### config.mk
export PLATFORM = sky130hd
export DESIGN_NAME = multicycle_control_fsm
export DESIGN_NICKNAME = d
export VERILOG_FILES = /design/src/rtl/multicycle_control_fsm.sv
export SDC_FILE = /design/constraint.sdc
export NUM_CORES = 1
export LEC_CHECK = 0
export ABC_AREA = 1
export CAP_MARGIN = 20
export CORE_UTILIZATION = 51
export CTS_CLUSTER_SIZE = 25
export DETAILED_ROUTE_END_ITERATION = 10
export PLACE_DENSITY = 0.86
export SETUP_SLACK_MARGIN = 0.02
export SLEW_MARGIN = 20
export SYNTH_ARGS = -nofsm -noshare
export SYNTH_HDL_FRONTEND = slang
export SYNTH_SLANG_ARGS = --single-unit
### constraint.sdc
create_clock -name clk -period 7.3 [get_ports clk]
set_clock_uncertainty 0.15 [all_clocks]
set_input_delay 2.19 -clock clk [delete_from_list [all_inputs] [get_ports clk]]
set_output_delay 2.19 -clock clk [all_outputs]
set_load 0.03 [all_outputs]
### src/rtl/multicycle_control_fsm.sv
// multicycle_control_fsm: Moore sequencer for the multi-cycle RV32I datapath
// (lw, sw, R-type, beq). It time-shares one ALU and one memory port across
// fetch, address generation, execute and branch compare, stalls memory
// phases on mem_ready, and counts retired instructions.
module multicycle_control_fsm #(
    parameter int unsigned CNT_W = 32
) (
    input  logic             clk,
    input  logic             rst,
    input  logic             run,
    input  logic [6:0]       Op,
    input  logic [2:0]       funct3,
    input  logic [6:0]       funct7,
    input  logic             Zero,
    input  logic             mem_ready,
    output logic             PCWrite,
    output logic             AdrSrc,
    output logic             IRWrite,
    output logic             MemWrite,
    output logic             RegWrite,
    output logic [1:0]       ResultSrc,
    output logic [1:0]       ALUSrcA,
    output logic [1:0]       ALUSrcB,
    output logic [1:0]       ImmSrc,
    output logic [2:0]       ALUControl,
    output logic             retire,
    output logic             illegal,
    output logic [3:0]       state,
    output logic [CNT_W-1:0] retired_count
);

    typedef enum logic [3:0] {
        FETCH    = 4'd0,
        DECODE   = 4'd1,
        MEMADR   = 4'd2,
        MEMREAD  = 4'd3,
        MEMWB    = 4'd4,
        MEMWRITE = 4'd5,
        EXECUTER = 4'd6,
        ALUWB    = 4'd7,
        BEQ      = 4'd8
    } state_e;

    localparam logic [6:0] OP_LW    = 7'b0000011;
    localparam logic [6:0] OP_SW    = 7'b0100011;
    localparam logic [6:0] OP_RTYPE = 7'b0110011;
    localparam logic [6:0] OP_BEQ   = 7'b1100011;

    // State kept as a plain vector so the unused codes 9-15 stay representable
    // and can be steered back to FETCH.
    logic [3:0]       state_q, state_d;
    logic [CNT_W-1:0] count_q;
    logic [2:0]       alu_rtype;
    logic             fetch_go;

    // Only funct7[5] distinguishes add from sub in the supported subset.
    logic unused_funct7;
    assign unused_funct7 = ^{funct7[6], funct7[4:0]};

    // R-type ALU operation from funct3/funct7.
    always_comb begin
        case (funct3)
            3'b000:  alu_rtype = funct7[5] ? 3'b001 : 3'b000;
            3'b010:  alu_rtype = 3'b101;
            3'b110:  alu_rtype = 3'b011;
            3'b111:  alu_rtype = 3'b010;
            3'b100:  alu_rtype = 3'b111;
            default: alu_rtype = 3'b000;
        endcase
    end

    // Immediate format follows the opcode in every state.
    always_comb begin
        case (Op)
            OP_SW:   ImmSrc = 2'b01;
            OP_BEQ:  ImmSrc = 2'b10;
            default: ImmSrc = 2'b00;
        endcase
    end

    // Next-state and control decode; write strobes are suppressed while rst is high.
    always_comb begin
        state_d    = state_q;
        fetch_go   = mem_ready & run;
        PCWrite    = 1'b0;
        AdrSrc     = 1'b0;
        IRWrite    = 1'b0;
        MemWrite   = 1'b0;
        RegWrite   = 1'b0;
        ResultSrc  = 2'b00;
        ALUSrcA    = 2'b00;
        ALUSrcB    = 2'b00;
        ALUControl = 3'b000;
        retire     = 1'b0;
        illegal    = 1'b0;
        case (state_q)
            FETCH: begin
                ALUSrcB   = 2'b10;
                ResultSrc = 2'b10;
                PCWrite   = fetch_go;
                IRWrite   = fetch_go;
                if (fetch_go) begin
                    state_d = DECODE;
                end
            end
            DECODE: begin
                ALUSrcA = 2'b01;
                ALUSrcB = 2'b01;
                case (Op)
                    OP_LW, OP_SW: state_d = MEMADR;
                    OP_RTYPE:     state_d = EXECUTER;
                    OP_BEQ:       state_d = BEQ;
                    default: begin
                        illegal = 1'b1;
                        state_d = FETCH;
                    end
                endcase
            end
            MEMADR: begin
                ALUSrcA = 2'b10;
                ALUSrcB = 2'b01;
                state_d = (Op == OP_LW) ? MEMREAD : MEMWRITE;
            end
            MEMREAD: begin
                AdrSrc = 1'b1;
                if (mem_ready) begin
                    state_d = MEMWB;
                end
            end
            MEMWB: begin
                ResultSrc = 2'b01;
                RegWrite  = 1'b1;
                retire    = 1'b1;
                state_d   = FETCH;
            end
            MEMWRITE: begin
                AdrSrc   = 1'b1;
                MemWrite = 1'b1;
                if (mem_ready) begin
                    retire  = 1'b1;
                    state_d = FETCH;
                end
            end
            EXECUTER: begin
                ALUSrcA    = 2'b10;
                ALUControl = alu_rtype;
                state_d    = ALUWB;
            end
            ALUWB: begin
                RegWrite = 1'b1;
                retire   = 1'b1;
                state_d  = FETCH;
            end
            BEQ: begin
                ALUSrcA    = 2'b10;
                ALUControl = 3'b001;
                PCWrite    = Zero;
                retire     = 1'b1;
                state_d    = FETCH;
            end
            default: begin
                state_d = FETCH;
            end
        endcase
        if (rst) begin
            PCWrite  = 1'b0;
            IRWrite  = 1'b0;
            MemWrite = 1'b0;
            RegWrite = 1'b0;
            retire   = 1'b0;
            illegal  = 1'b0;
        end
    end

    // State register.
    always_ff @(posedge clk or posedge rst) begin
        if (rst) begin
            state_q <= FETCH;
        end else begin
            state_q <= state_d;
        end
    end

    // Retired-instruction counter, wrapping at 2^CNT_W.
    always_ff @(posedge clk or posedge rst) begin
        if (rst) begin
            count_q <= '0;
        end else if (retire) begin
            count_q <= count_q + CNT_W'(1);
        end
    end

    assign state         = state_q;
    assign retired_count = count_q;

endmodule

---- Word-level counts from Yosys, hierarchy flattened ----
Index checks and enable logic that the tools add are counted.
W data, S select, Z words.
cells by class
  add/sub/neg operators ................... 1
  eq/ne operators ......................... 19
  mux-type cells .......................... 28
  bitwise logic cells ..................... 1
  reductions and logical operators ........ 10
operators with widths
  kind                     count
  $add A32 B1 Y32 const B  1
  $pmux W4 S6              1
  $eq A4 B3 Y1 const B     4
  $pmux W2 S2              4
  $pmux W3 S5              1
  $eq A7 B6 Y1 const B     2
  $mux W1                  14
  $mux W4                  3
  $pmux W4 S3              1
  $eq A3 B3 Y1 const B     3
  $eq A4 B2 Y1 const B     2
  $reduce_or A2 Y1         4
  $eq A7 B2 Y1 const B     1
  $eq A7 B7 Y1 const B     1
  $ne A2 B2 Y1 const B     3
  $pmux W3 S2              1
  $reduce_or A3 Y1         2
  $eq A4 B1 Y1 const B     1
  $eq A4 B4 Y1 const B     1
  $logic_not A4 Y1         1
  $pmux W1 S2              2
  $reduce_or A4 Y1         1
  $eq A3 B2 Y1 const B     1
  $logic_not A3 Y1         1
  3 further kinds          3
word-level totals
  bits in registers ....................... 36
  bits of input ports ..................... 22
  output and inout port bits .............. 54
  word-level logic and storage cells ...... 61

---- Longest topological paths before layout ----
Gate-level depths: netlist of run 1.
  depth in word-level cells ............... 5
  mapped depth ............................ 10
  depth with buffers taken out ............ 10

---- Worst setup path before layout of run 1 ----
OpenSTA, ideal clock, no wires.
  path kind ............................... input -> output
  start point ............................. input port rst
  end point ............................... output port retire
  arrival ................................. 3.756 ns
  data required time ...................... 4.960 ns
  slack ................................... 1.204 ns
  stages on the path ...................... 4
  buffers on the path ..................... 1
  cells stage by stage .................... inv_1 nand3_1 nand2_4 buf_4
on the way
  longest elaborated chain between the ends .. 1
ends and longest elaborated chain
  what             line  RTL
  start, declared  9     input logic rst,
  $mux W1          165   if (rst) begin
  end, declared    26    output logic retire,
No other way between the ends.

---- Worst setup path after layout of run 1 ----
  start point ............................. input port rst
  end point ............................... output port RegWrite
on the way
  longest elaborated chain between the ends .. 1
ends and longest elaborated chain
  what           line  RTL
  $mux W1        165
  end, declared  20    output logic RegWrite,
No other way between the ends.

==> run summary, run 1 <==
The number of cells on the worst reg-to-reg path is 10. The clock insertion delay at the later pin of the skew report came out at ~0.3 ns. Of the total synthesized cell area, the portion taken by AND, OR, NAND and NOR gates is 0.4869.

The x dimension of the die is 72.45 µm. The initial antenna violation count came out at 0. The floorplan step set the die height to roughly 72 µm.

The ratio of cells with drive above 1 in the final layout came out at 0.04375. The slowest stage of the critical path belongs to the cell clkdlybuf4s50_1. Power comes to 611.4 µW. The fill cell total of the finished layout came out at ~430. For this run, the register share of the synthesized area comes to 0.3559. The count of input and output buffers is 69. The vias per cell came out at 5.177. The layer flagged by global routing as most heavily used is met2. The worst register-to-register path begins at retired_count[1]. Setup repair after global routing left no endpoint under its margin. The final period demand of the worst path came out at a little over 6 ns.

Summing all placed instances gives a cell area of ~3300 µm². In the global route stage, met2 resource usage came out at 0.4569. The worst setup path is launched from an input pin. Of the total synthesized cell area, the portion taken by full adders, half adders and majority gates is 0.004943. STA classifies the critical path endpoint as an output port. The worst register-to-register path has a setup slack of roughly 5.4 ns. The post-synthesis net count is roughly 430.

The die covers 5249 µm². The count of maximum capacitance violations came out at 0. The number of buffer and inverter instances along the worst setup path is 4.

The post-cts gate resize count came out at 0. The initial core utilization came out at 0.5324. The top-area cell type share of the netlist area came out at 0.3559. The half-perimeter wire length after detailed placement came out at approximately 5300 µm. During I/O placement, the number of pins put on the boundary was between 70 and 80. The critical path data required time came out at 4.96 ns. The largest voltage drop on the vdd net came out at between 150 and 200 µV.

The worst endpoint data arrival time is around 3.9 ns. Setup slack on the critical path of the routed design comes to 1.080 ns. The hold-critical path endpoint is retired_count[31]. The number of detailed-route iterations in the first pass came out at 5. The number of nets in the finished design is around 500.

Ranked by instance count, the synthesized netlist is headed by nand2_1 (182), nor2_1 (67), inv_1 (39). The achievable clock frequency came out at ~160 MHz. The flow ran to the end, and the final reports show no timing, DRC or antenna violations.

The pin count of the biggest net entering global routing came out at 37. The DRC violations left came out at 0. The largest total area in the synthesized netlist belongs to dfrtp_1.

The count of standard-cell rows is 25. The number of buffers inserted for hold repair after clock tree synthesis came out at 0. The worst max-slew margin expressed relative to the limit came out at 0.7370.

The portion of netlist area occupied by mux cells is 0. The pre-CTS worst setup slack came out at around 1.1 ns. The overall via count from detail_route came out at roughly 2800.

The post-CTS setup repair buffer count came out at 0. No sink is reached through more buffers than the 2 on the longest clock path. The number of enable-type register cells in the synthesized netlist is 0. Yosys mapped the design onto 26 distinct sky130hd cell types.

The met3 layer usage reported by global route came out at 0.05694. The family of cells with the greatest summed delay on the critical path is buffers and inverters. The via count of the first global-routing pass is 2537. In this run the clock root is driven by a clkbuf_8. Counting flops with an async set or reset pin after synthesis yields a share of 1.000. The worst hold slack is ~0.38 ns. The clock tree from TritonCTS is done.

The number of buffers added by the clock tree synthesis step came out at 5. The transition time of the tightest slew-check pin is about 0.39 ns. The startpoint of the lowest-slack hold path is retired_count[31]. The routed design has approximately 7000 µm of wire. Dividing the detail-routed wire length by the instance count gives roughly 13 µm. The final count of hold timing violations is 0.

After the first detailed-routing iteration, the DRC count stood at 226. The compound-cell area share of the yosys netlist came out at 0.03609. The netlist area before placement came out at ~2500 µm². The leakage power of the design is around 1.6 nW. The first-pass GRT wire length came out at 11430 µm. In the global route stage, met1 resource usage came out at 0.3663.

Routability-driven placement finished with a final weighted congestion of just over 0.9. Of the total synthesized cell area, the portion taken by XOR and XNOR cells is 0.03757. The flop and latch count out of synthesis is 36. The setup path with the least slack is of type input pin to output port.

The post-CTS clock slew at the launch and capture registers of the worst setup and hold paths came out at around 0.08 ns. The number of endpoints failing setup at the final stage came out at 0. The number of max-slew violations in the final report is 0.

In this design, the stage delay of the slowest critical-path cell is 0.68 ns. The main flop type after synthesis is dfrtp_1. The overall overflow remaining after global route came out at 0. The power per unit of standard cell area is between 150 and 200 nW/µm².

The worst register-to-register path ends at retired_count[26]. CTS saw 36 sinks. The area of the placeable core is about 4800 µm². In the post-synthesis netlist, the biggest area contributors are dfrtp_1 (36%), nand2_1 (27%), nor2_1 (9.9%). The number of cells traversed by the worst hold path came out at 2. By area, the combinational part of the netlist is dominated by simple AND/OR/NAND/NOR gates.

The fraction of the cycle the final worst path needs came out at 0.8521. The average cell area after synthesis came out at just over 6 µm². The depth of the CTS H-tree is 2.

Once layout is done, the placed cells without fillers occupy 3381 µm². The min-delay analysis places its worst path in the category register to register. Across every metal layer, demand over resource in global routing totals 0.2806. Of all nets on the critical path, the largest fanout is 7. The number of nets still failing antenna checks after routing is 0. The count of inserted antenna diode cells came out at 0. The most common cell in the synthesized netlist is nand2_1. The number of warnings reported in the yosys synthesis log came out at 0. The sum of negative setup slack is 0 ns. The number of cells produced by synthesis is between 400 and 500. The signal on the critical path passes through clkdlybuf4s50_1, inv_1, nand3_1, inv_1, clkdlybuf4s50_1. Compared with the post-synthesis result, the final layout area differs by 33.56%.
[stage by stage]
stage,std cells,utilization
2_1_floorplan,406,-
3_3_place_gp,539,0.6876
3_5_place_dp,539,0.6876
4_1_cts,547,0.7111
5_1_grt,547,0.7111
6_report,547,0.7111
[worst max path at each step]
stage / cells past startpoint / from / endpoint / slack, ns
2_1_floorplan: 4 / rst / retire / 1.20
3_3_place_gp: 5 / rst / RegWrite / 1.12
3_5_place_dp: 5 / rst / RegWrite / 1.08
4_1_cts: 8 / Op[3] / illegal / 1.07
5_1_grt: 8 / Op[5] / illegal / 0.97
6_report: 5 / rst / RegWrite / 1.08
[cell type report]
type	instances	area (µm²)	share of cell area
flip-flops and latches	36	900.9	0.2665
repair buffers	71	703.2	0.2080
well taps	67	83.83	0.02480
clock buffers	5	68.82	0.02036
inverters	40	150.1	0.04441
clock inverters	3	42.54	0.01258
multi-input cells	325	1431	0.4234
[flip-flops by register name, summed over array words and instances (netlist names)]
signal,cells
retired_count,32
state,4
[worst min-delay path, cell delays in order, from the launching register on]
cell and delay, ns:
dfrtp_1 0.39, nand2_1 0.06, nand2_1 0.06
[layer usage]
| layer | vias to the layer above | wire, µm |
|---|---|---|
| met5 | - | 0 |
| met3 | 20 | 458 |
| met2 | 115 | 3271 |
| li1 | 1402 | - |
| met1 | 1295 | 3065 |
| met4 | 0 | 168 |
[where the power goes]
| part | leakage, nW | switching (mW) | internal, mW |
|---|---|---|---|
| registers | 0.495 | 0.0197 | 0.213 |
| clock network | 0.0541 | 0.0773 | 0.101 |
| logic | 1.02 | 0.124 | 0.0759 |
| total | 1.57 | 0.221 | 0.390 |
[layout by cell type (no fill, tap or decap), types with 2 or more instances in the layout]
cell and n:
nand2_1 182, clkdlybuf4s50_1 68, nor2_1 67, inv_1 39, dfrtp_1 36, nand3_1 23, nand3b_1 9, o21ai_0 8
xor2_1 8, nor3_1 5, clkbuf_8 5, nor2_2 4, nand4_1 4, o21ai_1 3, buf_4 3, nand2_4 2
[kinds of logic after synthesis]
| kind of cell | Yosys count |
|---|---|
| AOI/OAI and AO/OA | 16 |
| xor gates and xnor gates | 10 |
| adders and majority gates | 1 |
| buffers and inverters | 45 |
| DFF | 36 |
| and+or+nand+nor | 298 |
Note: power is estimated with default switching activity, not from simulation.
==> run 2, diff against run 1 <==
--- a/config.mk
+++ b/config.mk
@@ -6,11 +6,12 @@
 export NUM_CORES = 1
 export LEC_CHECK = 0
 export ABC_AREA = 1
+export ABC_CLOCK_PERIOD_IN_PS = 7300
 export CAP_MARGIN = 20
 export CORE_UTILIZATION = 51
 export CTS_CLUSTER_SIZE = 25
 export DETAILED_ROUTE_END_ITERATION = 10
-export PLACE_DENSITY = 0.86
+export PLACE_DENSITY_LB_ADDON = 0.05
 export SETUP_SLACK_MARGIN = 0.02
 export SLEW_MARGIN = 20
 export SYNTH_ARGS = -nofsm -noshare
==> run summary, run 2 (synthesis results as in run 1) <==
The area of the placeable core came out at 4755 µm² (unchanged). The final design instance area without fill came out at 3367 µm² (was 3381 µm²). The number of cells in the design after placement is 539 (unchanged).

The maximum buffer depth of the clock tree came out at 2 (unchanged). The number of endpoints failing setup at the final stage is 0 (unchanged). The pre-CTS worst setup slack came out at 1.045 ns (was 1.080 ns). Most used cells in the layout excluding fill and tap cells: nand2_1 (182), clkdlybuf4s50_1 (68), nor2_1 (67) (unchanged). The ratio of cells with drive above 1 in the final layout is 0.04375 (unchanged). The worst endpoint data arrival time is 3.88 ns (about the same). The die area was 5249 µm² (unchanged).

The power per unit of standard cell area came to 172.9 nW/µm² (was 180.8 nW/µm²). The critical path startpoint category is an input pin (unchanged). The number of detailed-route iterations in the first pass is 4 (was 5).

The minimum setup slack in the final design came out at 1.080 ns (about the same). The fraction of the cycle the final worst path needs came out at 0.8520 (was 0.8521). The clock tree from TritonCTS is done (unchanged).

The DRC violations left came out at 0 (unchanged). The x dimension of the die is 72.45 µm (unchanged). The via count of the first global-routing pass was 2674 (was 2537). The depth of the CTS H-tree came to 2 (unchanged). The utilization after layout came out at 0.7082 (was 0.7111).

The largest voltage drop on the vdd net came out at 146.8 µV (was 158.1 µV). The kind of critical path is input pin to output port (unchanged). The number of max-slew violations in the final report came out at 0 (unchanged).

The transition time of the tightest slew-check pin is 0.3968 ns (was 0.3942 ns). The number of flip-flops in the largest register is 32 (unchanged). The sum of negative setup slack is 0 ns (unchanged). The post-CTS setup repair buffer count is 0 (unchanged). The kind of path behind the tightest hold check is register to register (unchanged).

The number of clock sinks seen by CTS is 36 (unchanged). RSZ-0062 raised after global routing: no (unchanged). The post-CTS clock slew at the launch and capture registers of the worst setup and hold paths was 0.08 ns (about the same). The number of buffers inserted for hold repair after clock tree synthesis came out at 0 (unchanged). The overall via count from detail_route is 2761 (was 2832). The worst hold slack came to 0.3853 ns (was 0.3828 ns).

The clock root buffer is clkbuf_8 (unchanged). The combined global-route utilization of all metal layers is 0.2747 (was 0.2806). The post-detailed-route wirelength per cell came out at 11.88 µm (was 12.73 µm). The clock insertion delay at the later pin of the skew report is 0.29 ns (was 0.30 ns). The count of input and output buffers came out at 69 (unchanged).

The number of nets in the finished design is 502 (unchanged). The routed wire length is 6501 µm (was 6963 µm). Critical-path cell list: clkdlybuf4s50_1, inv_1, nand3_1, inv_1, clkdlybuf4s50_1 (unchanged). The pin count of the biggest net entering global routing is 37 (unchanged). The post-cts gate resize count is 0 (unchanged). The number of nets still failing antenna checks after routing came to 0 (unchanged). The largest incremental delay on the critical path was 0.68 ns (about the same).

The worst max-slew margin expressed relative to the limit is 0.7355 (was 0.7370). The count of maximum capacitance violations is 0 (unchanged). The number of standard cells in the final layout excluding fillers is 547 (unchanged). The total I/O pin count was 76 (unchanged).

The count of standard-cell rows is 25 (unchanged). The largest driver fanout on the critical path is 8 (was 7). The violation count after the first detailed-route iteration was 197 (was 226). The initial core utilization came out at 0.5324 (unchanged). The overall die height is 72.45 µm (unchanged). The most frequent standard cell in the layout excluding fill and tap cells was nand2_1 (unchanged). The final period demand of the worst path is 6.220 ns (about the same). The slowest cell on the critical path is clkdlybuf4s50_1 (unchanged). The final estimated routing congestion in global placement came out at 0.9243 (was 0.9280). The critical path data required time came out at 4.96 ns (about the same). The half-perimeter wire length after detailed placement came to 4986 µm (was 5277 µm). The placed cell area is 3269 µm² (unchanged).

The vias per cell is 5.048 (was 5.177). The count of inserted antenna diode cells came out at 0 (unchanged). The kind of end point of the critical path was an output port (unchanged). The final count of hold timing violations was 0 (unchanged). The number of buffers added by the clock tree synthesis step is 5 (unchanged). The leakage power of the design came out at 1.556 nW (was 1.566 nW). The first-pass GRT wire length came to 11370 µm (was 11430 µm).

Status: completed (unchanged). The area added between synthesis and finish came to 33.02% (was 33.56%). The achievable clock frequency came to 160.8 MHz (about the same). The initial antenna violation count is 0 (unchanged). The overall overflow remaining after global route came to 0 (unchanged). The total power came out at 582.0 µW (was 611.4 µW).
[run 2: cell count changes in the layout (fill, tap and decap cells not counted)]
cell	before	now
clkbuf_8	5	6
bufinv_16	1	0
clkinvlp_4	1	2
clkinv_2	1	0
[run 2: layout make-up]
| type | count | area, µm² |
|---|---|---|
| timing repair buffer | 71 | 703.2 |
| sequential | 36 | 900.9 |
| multi-input combinational | 325 | 1431 |
| clock inverter | 2 | 15.01 |
| tap | 67 | 83.83 |
| clock buffer | 6 | 82.58 |
| inverter | 40 | 150.1 |
| fill | 432 | 1388 |
[run 2: path summary, 6_finish.rpt]
| kind | start | endpoint | slack (ns) | depth (start not counted) |
|---|---|---|---|---|
| max reg2reg | retired_count[1] | retired_count[30] | 5.46 | 10 |
| min | retired_count[31] | retired_count[31] | 0.39 | 2 |
| max in group asynchronous | rst | retired_count[23] | 4.36 | 3 |
| max | rst | RegWrite | 1.08 | 5 |
| min reg2reg | retired_count[31] | retired_count[31] | 0.39 | 2 |
| min in group asynchronous | rst | state[0] | 2.07 | 2 |
[run 2: critical path, delay by kind of cell]
kind | cells | cell delay, ns
buffers and inverters | 4 | 1.47
and+or+nand+nor | 1 | 0.20
[run 2: report_power, final]
group | switching [mW] | internal (mW) | leakage (nW)
logic | 0.120 | 0.0759 | 1.02
clock network | 0.0776 | 0.0765 | 0.0434
registers | 0.0189 | 0.213 | 0.495
[run 2: routing by layer]
metal,GRT usage,up-vias,part of all wire
li1,-,1406,-
met4,0.1024,0,0.018
met1,0.3383,1258,0.44
met3,0.06111,11,0.062
met2,0.4694,86,0.48
met5,0,-,0
==> run 3, diff against run 2 <==
--- a/config.mk
+++ b/config.mk
@@ -9,9 +9,10 @@
 export ABC_CLOCK_PERIOD_IN_PS = 7300
 export CAP_MARGIN = 20
 export CORE_UTILIZATION = 51
+export CTS_BUF_LIST = sky130_fd_sc_hd__clkbuf_4 sky130_fd_sc_hd__clkbuf_8 sky130_fd_sc_hd__clkbuf_16
 export CTS_CLUSTER_SIZE = 25
 export DETAILED_ROUTE_END_ITERATION = 10
-export PLACE_DENSITY_LB_ADDON = 0.05
+export PLACE_DENSITY = 0.86
 export SETUP_SLACK_MARGIN = 0.02
 export SLEW_MARGIN = 20
 export SYNTH_ARGS = -nofsm -noshare
==> results of run 3 <==
The final DEF is identical to that of run 1; final timing and power are the same.
